### config.mk
export PLATFORM = sky130hd
export DESIGN_NAME = data_mem_arbiter
export DESIGN_NICKNAME = d
export VERILOG_FILES = /design/src/rtl/data_mem_pkg.sv /design/src/rtl/rd_tag_pipe.sv /design/src/rtl/data_mem_arbiter.sv
export SDC_FILE = /design/constraint.sdc
export NUM_CORES = 1
export LEC_CHECK = 0
export ABC_AREA = 1
export CORE_AREA = 2 2 367 369
export DETAILED_ROUTE_END_ITERATION = 8
export DIE_AREA = 0 0 369 371
export DONT_BUFFER_PORTS = 1
export PLACE_DENSITY = 0.3
export SYNTH_ARGS = -nofsm -noshare
export SYNTH_HDL_FRONTEND = slang
export SYNTH_HIERARCHICAL = 1
export SYNTH_SLANG_ARGS = --single-unit
### constraint.sdc
create_clock -name clk -period 12.24 [get_ports clk]
set_clock_uncertainty 0.15 [all_clocks]
set_input_delay 1.836 -clock clk [delete_from_list [all_inputs] [get_ports clk]]
set_output_delay 1.836 -clock clk [all_outputs]
set_load 0.1 [all_outputs]
### src/rtl/data_mem_pkg.sv
// data_mem_pkg: shared widths and types for the dataMemory port-1 arbiter.
package data_mem_pkg;
    localparam int ADDR_W = 20;
    localparam int DATA_W = 144;
    typedef enum logic [1:0] {IDLE, OWN0, OWN1} arb_state_t;
    typedef logic req_id_t;
    typedef struct packed {
        logic              we;
        logic              lock;
        logic [ADDR_W-1:0] addr;
        logic [DATA_W-1:0] wdata;
    } mem_req_t;
endpackage

### src/rtl/rd_tag_pipe.sv
// rd_tag_pipe: DEPTH-stage shift register carrying {valid, id} of accepted reads.
module rd_tag_pipe
    import data_mem_pkg::*;
#(
    parameter int DEPTH = 1
) (
    input  logic    clk,
    input  logic    rst,
    input  logic    in_valid_i,
    input  req_id_t in_id_i,
    output logic    out_valid_o,
    output req_id_t out_id_o
);
    logic [DEPTH-1:0]    valid_q;
    req_id_t [DEPTH-1:0] id_q;

    always_ff @(posedge clk or posedge rst) begin
        if (rst) begin
            valid_q <= '0;
            id_q    <= '0;
        end else begin
            valid_q[0] <= in_valid_i;
            id_q[0]    <= in_id_i;
            for (int i = 1; i < DEPTH; i++) begin
                valid_q[i] <= valid_q[i-1];
                id_q[i]    <= id_q[i-1];
            end
        end
    end

    assign out_valid_o = valid_q[DEPTH-1];
    assign out_id_o    = id_q[DEPTH-1];
endmodule

### src/rtl/data_mem_arbiter.sv
// data_mem_arbiter: round-robin, lockable arbiter for dataMemory port 1 with read-return routing.
module data_mem_arbiter
    import data_mem_pkg::*;
#(
    parameter int READ_LATENCY = 1,
    parameter int LOCK_TIMEOUT = 15
) (
    input  logic              clk,
    input  logic              rst,
    input  logic              r0_req,
    input  logic              r0_we,
    input  logic              r0_lock,
    input  logic [ADDR_W-1:0] r0_addr,
    input  logic [DATA_W-1:0] r0_wdata,
    output logic              r0_gnt,
    output logic              r0_rvalid,
    output logic [DATA_W-1:0] r0_rdata,
    input  logic              r1_req,
    input  logic              r1_we,
    input  logic              r1_lock,
    input  logic [ADDR_W-1:0] r1_addr,
    input  logic [DATA_W-1:0] r1_wdata,
    output logic              r1_gnt,
    output logic              r1_rvalid,
    output logic [DATA_W-1:0] r1_rdata,
    output logic              mem_we,
    output logic [ADDR_W-1:0] mem_addr,
    output logic [DATA_W-1:0] mem_wdata,
    input  logic [DATA_W-1:0] mem_rdata
);
    localparam int TW = $clog2(LOCK_TIMEOUT + 1);

    arb_state_t        state_q, state_d;
    req_id_t           prio_q, prio_d;
    logic [TW-1:0]     tmo_q, tmo_d;
    logic [DATA_W-1:0] rdata0_q, rdata1_q;
    mem_req_t          req0, req1, sel;
    logic              g0, g1, xfer, own_req, tag_valid;
    req_id_t           tag_id;

    assign req0 = {r0_we, r0_lock, r0_addr, r0_wdata};
    assign req1 = {r1_we, r1_lock, r1_addr, r1_wdata};

    // In IDLE prio only breaks ties; an owner is granted exclusively.
    assign g0 = !rst && r0_req && (state_q == OWN0 || (state_q == IDLE && (!r1_req || prio_q == 1'b0)));
    assign g1 = !rst && r1_req && (state_q == OWN1 || (state_q == IDLE && (!r0_req || prio_q == 1'b1)));
    assign xfer    = g0 || g1;
    assign sel     = g1 ? req1 : (g0 ? req0 : mem_req_t'(0));
    assign own_req = (state_q == OWN1) ? r1_req : r0_req;

    assign r0_gnt    = g0;
    assign r1_gnt    = g1;
    assign mem_we    = xfer && sel.we;
    assign mem_addr  = sel.addr;
    assign mem_wdata = sel.wdata;

    always_comb begin
        state_d = state_q;
        prio_d  = prio_q;
        tmo_d   = '0;
        if (state_q == IDLE) begin
            if (xfer && r0_req && r1_req) prio_d = g0;
            if (xfer && sel.lock) state_d = g1 ? OWN1 : OWN0;
        end else begin
            tmo_d = own_req ? '0 : tmo_q + 1'b1;
            if ((xfer && !sel.lock) || (!own_req && tmo_q == TW'(LOCK_TIMEOUT - 1))) begin
                state_d = IDLE;
                prio_d  = (state_q == OWN0);
                tmo_d   = '0;
            end
        end
    end

    always_ff @(posedge clk or posedge rst) begin
        if (rst) begin
            state_q  <= IDLE;
            prio_q   <= 1'b0;
            tmo_q    <= '0;
            rdata0_q <= '0;
            rdata1_q <= '0;
        end else begin
            state_q <= state_d;
            prio_q  <= prio_d;
            tmo_q   <= tmo_d;
            if (r0_rvalid) rdata0_q <= mem_rdata;
            if (r1_rvalid) rdata1_q <= mem_rdata;
        end
    end

    rd_tag_pipe #(.DEPTH(READ_LATENCY)) u_tag_pipe (
        .clk        (clk),
        .rst        (rst),
        .in_valid_i (xfer && !sel.we),
        .in_id_i    (g1),
        .out_valid_o(tag_valid),
        .out_id_o   (tag_id)
    );

    // Read data is passed through on the return cycle and held afterwards.
    assign r0_rvalid = tag_valid && (tag_id == 1'b0);
    assign r1_rvalid = tag_valid && (tag_id == 1'b1);
    assign r0_rdata  = r0_rvalid ? mem_rdata : rdata0_q;
    assign r1_rdata  = r1_rvalid ? mem_rdata : rdata1_q;
endmodule

==> results of run 1 <==
routing by layer:
metal / track usage, % / up-vias / routed length, um
li1: - / 4549 / -
met1: 14.0 / 5199 / 33500
met2: 16.2 / 567 / 35600
met3: 9.14 / 192 / 14300
met4: 3.21 / 102 / 1790
met5: 0 / - / 653
area by class of cell:
cell class	instances	area, um2	share of cell area [%]
tap	1768	2210	12.6
inverter	157	614	3.51
multi-input combinational	782	5320	30.4
clock buffer	63	1240	7.08
antenna	9	22.5	0.129
clock inverter	11	98.8	0.565
timing repair buffer	69	556	3.18
sequential	297	7430	42.5
through the flow:
step / worst slack [ns] / hold WS (ns) / std cells / area (um2) / util [%]
global route: 5.32 / 0.347 / 3152 / 17500 / 13.2
finish: 5.42 / 0.318 / 3156 / 17500 / 13.2
CTS: 5.49 / 0.324 / 3147 / 17500 / 13.2
floorplan: 2.11 / 0.303 / 1334 / 12900 / -
global placement: 5.48 / 0.304 / 3073 / 16100 / 12.1
detailed placement: 5.50 / 0.312 / 3073 / 16100 / 12.1
Yosys cell counts:
| cell type | count |
|---|---|
| nand2_4 | 1 |
| a21oi_2 | 1 |
| nor2_1 | 5 |
| inv_2 | 5 |
| a21oi_1 | 1 |
| clkbuf_1 | 34 |
| nor2_2 | 2 |
| buf_2 | 32 |
| nand3b_1 | 1 |
| xnor2_1 | 1 |
| nand3_1 | 8 |
| o22ai_1 | 2 |
| dfrtp_1 | 297 |
| buf_6 | 31 |
| a22o_1 | 165 |
| o21ai_0 | 282 |
| nor2_4 | 1 |
| nand2_1 | 298 |
| o21ai_1 | 8 |
| buf_8 | 1 |
| inv_1 | 152 |
| nand4_1 | 1 |
| ha_1 | 2 |
| nand2_2 | 2 |
| xor2_1 | 1 |
registers in the layout (all words and copies together) (netlist names):
signal and cells:
rdata0_q 144, rdata1_q 144, state_q 2, prio_q 1, u_tag_pipe/out_valid_o 1, u_tag_pipe/out_id_o 1
tmo_q 4
worst min-delay path, delay by kind of cell (launching register included):
family / cells / cell delay (ns)
flip-flops: 1 / 0.32
AND/OR/NAND/NOR: 1 / 0.06
AO/OA/AOI/OAI: 1 / 0.06
worst max path at each step:
stage,from,to,slack (ns),cells past startpoint
final,r1_req,mem_wdata[94],5.42,6
after global routing,r1_req,mem_wdata[56],5.32,6
after CTS,r1_req,mem_wdata[94],5.49,6
after detailed placement,r1_req,mem_wdata[56],5.50,6
after global placement,r1_req,mem_wdata[48],5.48,6
after floorplan,rst,prio_q,2.11,1
cells by family after synthesis:
kind of cell               count (synthesis)  synth area share (%)
AOI/OAI and AO/OA                        459                  22.7
and+or+nand+nor                          319                  9.62
DFF                                      297                  57.7
buffers and inverters                    255                  9.64
xor gates and xnor gates                   2                 0.136
adders and majority gates                  2                 0.194
==> out/qor.yml, run 1 <==
gp_congestion: 0.973
slew_headroom_pct: 17.7
grt_max_degree: 133
synthToLayoutAreaGrowth_pct: 35.8
ys_ff_latch: 297
rsz0062_at_grt: "false"
cpMaxStageDelayCell: "a22o_1"
yosysTopAreaCell: "dfrtp_1"
die_h_um: 371
wirelength_um: 85900
num_io_pins: 937
finalSetupTns_ns: 0
worstPathCellList: "nand2_1 -> nor2_2 -> nand2_2 -> inv_6 -> buf_4 -> a22o_1"
grt_util_all_layers_pct: 11.8
tightest_slew_ns: 1.23
synthCells: 1334
layout_common_cells: "nand2_1, dfrtp_1, o21ai_2"
hold_class: "flip-flop to flip-flop"
rows: 134
synth_top_area_share_pct: 57.7
ys_types: 25
clock_latency_ns: 0.56
ctsResizeCount: 0
holdPathEnd: "rdata1_q[51]"
maxSlewViolCount: 0
r2r_setup_slack_ns: 8.29
min-delay-start: "rdata1_q[51]"
holdBufCountCts: 0
setup_viol: 0
hold_viol: 0
r2r-start: "u_tag_pipe/out_valid_o"
criticalPathCategory: "input pin to primary output"
grt_pass1_vias: 10600
cts_tree: "done"
vias: 10600
cp_num_buf_inv: 2
portBuffers: 0
fillers: 15200
hpwl_um: 72100
drive_above_1_share_pct: 31.6
initial_core_util_pct: 9.70
wl_per_cell_um: 27.2
synth_fp_nets: 1816
maxCapViolCount: 0
path_clk_slew_ns: 0.06
yosysSeqAreaShare_pct: 57.7
crit_family: "buffers and inverters"
cts_root_buf: "clkbuf_16"
crit_fanout: 97
startpoint_type: "input pin"
design.core.area_um2: 133000
fmax_mhz: 147
vias_per_cell: 3.36
syn_area_um2: 12900
drtIter0Drc: 605
antenna_found_initial: 71
outcome: "completed"
drc: 0
post-cts-setup-buffers: 0
grt_overflow_total: 0
crit_required_ns: 10.25
cts.sinks: 297
fin_crit_sh_pct: 55.7
clock_path_buffers: 3
cts_buffers: 41
dieArea_um2: 137000
grt_pass1_wl_um: 108000
critPathArrivalTime_ns: 4.83
post_synth.cell_area_avg_um2: 9.65
period_needed_ns: 6.82
r2r_end: "rdata0_q[64]"
htreeDepth: 2
end_kind: "primary output"
ant_nets: 0
final_net_count: 1830
dr.pass1.iters: 5
yosys_warnings: 6
r2r_cells: 7
die-width_um: 369
yosys-top-cells-area: "dfrtp_1, a22o_1, o21ai_0"
whs_path_depth: 2
slowest_delay_ns: 0.95
Power of run 1 is left out: the tool's default activity adds up to more than one toggle a clock period on the data nets, which glitch-free logic cannot reach.
==> run 2: changes to the inputs <==
==> constraint.sdc (replaced) <==
create_clock -name clk -period 7.1 [get_ports clk]
set_clock_uncertainty 0.15 [all_clocks]
set_input_delay 1.065 -clock clk [delete_from_list [all_inputs] [get_ports clk]]
set_output_delay 1.065 -clock clk [all_outputs]
set_load 0.1 [all_outputs]
==> run 2 against run 1 <==
  * Die area stayed put
  * Setup slack got worse by 3.2 ns
  * Count of clock-buffer cells in the layout decreased by 10
==> out/qor.yml, run 2 (synthesis results as in run 1) <==
wirelength_um: 82000  # -4.5%
slew_headroom_pct: 18.8  # +1.1 points
crit_fanout: 121  # +25%
rows: 134  # unchanged
gp_congestion: 0.933  # -4.2%
drc: 0  # unchanged
cts.sinks: 297  # unchanged
grt_util_all_layers_pct: 11.2  # -0.56 points
synthToLayoutAreaGrowth_pct: 35.5
post-cts-setup-buffers: 0  # unchanged
fin_crit_sh_pct: 69.1
final_net_count: 1824  # -0.33%
antenna_found_initial: 79  # +11%
hold_class: "input pin to async pin"
dp_cells: 3069  # -0.13%
portBuffers: 0  # unchanged
fmax_mhz: 204
startpoint_type: "flip-flop"
cts_tree: "done"
grt_max_degree: 136  # +2.3%
maxSlewViolCount: 0  # unchanged
drtIter0Drc: 614  # +1.5%
layout_common_cells: "nand2_1, dfrtp_1, o21ai_2"
crit_required_ns: 5.88  # -4.37 ns
end_kind: "primary output"
htreeDepth: 2  # unchanged
path_clk_slew_ns: 0.06  # about the same
criticalPathCategory: "flip-flop to primary output"
outcome: "completed"
reg_top3: "rdata0_q (144), rdata1_q (144), tmo_q (4)"
finalSetupTns_ns: 0  # unchanged
grt_pass1_vias: 10400  # -1.7%
crit_start: "state_q[1]"
grt_overflow_total: 0  # unchanged
setup_viol: 0  # unchanged
tightest_slew_ns: 1.22  # -0.0172 ns
vias: 10600  # +0.16%
cts_buffers: 39  # -4.9%
grt_pass1_wl_um: 103000  # -4.5%
die_h_um: 371  # unchanged
period_needed_ns: 4.91
num_io_pins: 937  # unchanged
vias_per_cell: 3.36  # about the same
hold_viol: 0  # unchanged
maxCapViolCount: 0  # unchanged
initial_core_util_pct: 9.70  # unchanged
holdBufCountCts: 0  # unchanged
r2r-start: "u_tag_pipe/out_id_o"
critPathArrivalTime_ns: 3.69  # -1.14 ns
instances_no_fill: 3161  # +0.16%
rsz0062_at_grt: "false"
ant_nets: 0  # unchanged
clock_latency_ns: 0.61  # +0.05 ns
clock_path_buffers: 3  # unchanged
dr.pass1.iters: 4  # -1
die-width_um: 369  # unchanged
dieArea_um2: 137000  # unchanged
wl_per_cell_um: 26.0  # -4.6%
hpwl_um: 69000  # -4.3%
design.core.area_um2: 133000  # unchanged
ctsResizeCount: 0  # unchanged
cts_root_buf: "clkbuf_16"
drive_above_1_share_pct: 31.4  # -0.23 points
==> run 2: cell types whose count changed in the layout (fill, tap and decap cells not counted), moves of 4 or more <==
| cell | previous run | this run |
|---|---|---|
| diode_2 | 9 | 26 |
| buf_4 | 66 | 61 |
| clkbuf_8 | 13 | 8 |
| clkbuf_1 | 9 | 5 |
| clkinvlp_4 | 0 | 4 |
==> run 2: worst max-delay path: stages (launching register included) <==
cell and delay, ns:
dfrtp_1 0.41, inv_2 0.09, nand2_2 0.07, nor2_4 0.13, nand2_4 0.09, inv_6 0.68, buf_4 0.56, a22o_1 0.89
==> run 2: through the flow <==
step	worst slack [ns]	hold WS (ns)	util, %	instance area, um2
final	2.19	0.107	13.1	17500
after global routing	2.08	0.0640	13.1	17400
after CTS	2.22	0.0327	13.1	17400
after detailed placement	2.30	0.311	12.1	16100
after global placement	2.31	0.307	12.1	16100
after floorplan	1.93	0.303	-	12900
==> run 2: cell type report <==
cell class / count / area [um2]
fillers: 15100 / 115000
flip-flops and latches: 297 / 7430
multi-input cells: 782 / 5340
well taps: 1768 / 2210
clock buffers: 53 / 1130
inverters: 157 / 611
repair buffers: 65 / 538
clock inverters: 13 / 124
diodes: 26 / 65.1
==> run 2: worst paths after layout <==
check | endpoint | slack, ns | depth (start not counted)
max | mem_wdata[53] | 2.19 | 7
min | u_tag_pipe/out_id_o | 0.11 | 1
max reg2reg | rdata0_q[71] | 3.85 | 5
min reg2reg | rdata1_q[128] | 0.32 | 2
max in group asynchronous | rdata0_q[75] | 5.15 | 3
min in group clk | rdata1_q[128] | 0.32 | 2
==> run 2: metal layers <==
| layer | share of wire, % | global-route usage (%) | wire (um) | vias up |
|---|---|---|---|---|
| met5 | 0.78 | 0 | 641 | - |
| met4 | 2.2 | 3.05 | 1790 | 98 |
| met3 | 18 | 9.77 | 15000 | 173 |
| met2 | 41 | 15.3 | 33500 | 630 |
| met1 | 38 | 12.8 | 31100 | 5168 |
| li1 | - | - | - | 4557 |
Power of run 2 is left out for the same reason.
==> run 3: changes to the inputs <==
==> constraint.sdc (replaced) <==
create_clock -name clk -period 4.2 [get_ports clk]
set_clock_uncertainty 0.15 [all_clocks]
set_input_delay 0.63 -clock clk [delete_from_list [all_inputs] [get_ports clk]]
set_output_delay 0.63 -clock clk [all_outputs]
set_load 0.1 [all_outputs]
==> run 3 against run 2 <==
  * Cell area grew 16%
  * Non-clock buffer count up 340
  * Flip-flop and latch count did not move
  * Register-to-register slack got worse by 2.3 ns
  * Worst hold slack lost 0.0028 ns
  * Utilization grew 2.1 points
  * Die area unchanged
  * Critical path type unchanged
  * Critical endpoint is now mem_wdata[9]
  * Largest cell class unchanged
==> out/qor.yml, run 3 (synthesis results as in run 1) <==
die_h_um: 371  # unchanged
maxSlewViolCount: 0  # unchanged
ant_nets: 0  # unchanged
vias_per_cell: 3.40  # +1.3%
layout_commonest_cell: "buf_4"
drtIter0Drc: 861  # +40%
layout_setup_ws_ns: 0.539  # -1.65 ns
final_net_count: 2166  # +19%
cp_num_buf_inv: 4  # +1
hpwl_um: 72800  # +5.4%
grt_pass1_vias: 11400  # +10%
outcome: "completed"
critPathArrivalTime_ns: 2.88  # -0.81 ns
synthToLayoutAreaGrowth_pct: 57.4
slowest_delay_ns: 0.43  # -0.46 ns
r2r-start: "u_tag_pipe/out_id_o"
dieArea_um2: 137000  # unchanged
gp_congestion: 0.955  # +2.3%
cts_root_buf: "clkbuf_16"
grt_max_degree: 99  # -27%
initial_core_util_pct: 9.70  # unchanged
r2r_end: "rdata0_q[55]"
layout_common_cells: "buf_4, nand2_1, dfrtp_1"
cts_tree: "done"
criticalPathCategory: "flip-flop to primary output"
num_io_pins: 937  # unchanged
drc: 0  # unchanged
fin_crit_sh_pct: 87.2
reg_top3: "rdata0_q (144), rdata1_q (144), tmo_q (4)"
grt_overflow_total: 0  # unchanged
grt_util_all_layers_pct: 11.8  # +0.54 points
crit_top_cell: "buf_4"
r2r_setup_slack_ns: 1.52  # -2.33 ns
fmax_mhz: 273
dp_cells: 3408  # +11%
maxCapViolCount: 0  # unchanged
grt_pass1_wl_um: 109000  # +5.4%
post-cts-setup-buffers: 0  # unchanged
startpoint_type: "flip-flop"
cp-endpoint: "mem_wdata[9]"
cts_buffers: 41  # +5.1%
instances_no_fill: 3513  # +11%
path_depth: 8  # +1
crit_start: "state_q[1]"
r2r_cells: 5  # unchanged
die-width_um: 369  # unchanged
clock_latency_ns: 0.57  # -0.04 ns
path_clk_slew_ns: 0.05  # about the same
rsz0062_at_grt: "false"
finalSetupTns_ns: 0  # unchanged
crit_family: "buffers and inverters"
end_kind: "primary output"
tightest_slew_ns: 1.22  # -0.00125 ns
hold_class: "input pin to flip-flop"
clock_path_buffers: 3  # unchanged
period_needed_ns: 3.66
antenna_found_initial: 95  # +20%
slew_headroom_pct: 18.9  # +0.084 points
wirelength_um: 86000  # +4.8%
worstPathCellList: "inv_2 -> nand2_2 -> nor2_4 -> nand2_4 -> inv_6 -> buf_4 -> a22o_1 -> buf_4"
dp_slack_ns: 1.08  # -1.21 ns
setup_viol: 0  # unchanged
vias: 12000  # +13%
hold_viol: 0  # unchanged
crit_fanout: 70  # -42%
portBuffers: 0  # unchanged
rows: 134  # unchanged
drive_above_1_share_pct: 45.1  # +14 points
cpMaxStageDelayCell: "dfrtp_1"
wl_per_cell_um: 24.5  # -5.7%
crit_required_ns: 3.42  # -2.46 ns
fin_util_pct: 15.3  # +2.1 points
design.core.area_um2: 133000  # unchanged
cts.sinks: 297  # unchanged
dr.pass1.iters: 5  # +1
htreeDepth: 2  # unchanged
==> run 3: how the worst min path moves through the flow <==
stage / startpoint / endpoint / cells after the start
after floorplan: rst / u_tag_pipe/out_id_o / 1
after global placement: rst / u_tag_pipe/out_id_o / 1
after detailed placement: rst / u_tag_pipe/out_id_o / 1
after CTS: mem_rdata[84] / rdata0_q[84] / 2
after global routing: mem_rdata[66] / rdata1_q[66] / 2
final: mem_rdata[84] / rdata0_q[84] / 2
==> run 3: routing by layer <==
metal	part of all wire, %	routed length [um]	track usage, %	up-vias
li1	-	-	-	5235
met1	36	30800	12.4	5738
met2	41	35700	16.2	659
met3	20	17100	11.9	203
met4	1.9	1610	2.83	126
met5	0.93	803	0	-
==> run 3: cell type report <==
| class | instances | area (um2) |
|---|---|---|
| Timing Repair Buffer | 405 | 3190 |
| Antenna cell | 30 | 75.1 |
| Fill cell | 15000 | 113000 |
| Clock inverter | 14 | 190 |
| Inverter | 157 | 611 |
| Tap cell | 1768 | 2210 |
| Clock buffer | 60 | 1230 |
| Sequential cell | 297 | 7430 |
| Multi-Input combinational cell | 782 | 5320 |
==> run 3: metrics by stage <==
step	hold WS, ns	cell area [um2]
3_3_place_gp	0.236	18800
6_report	0.104	20300
3_5_place_dp	0.230	18800
2_1_floorplan	0.221	12900
5_1_grt	0.0637	20200
4_1_cts	0.0248	20200
==> run 3: repair_timing <==
action / 4_1_cts / 5_1_grt
hold buffers: 1 / 0
endpoints found under the hold margin: 10 / 0
gates resized for setup: 0 / 0
Power of run 3 is left out for the same reason.
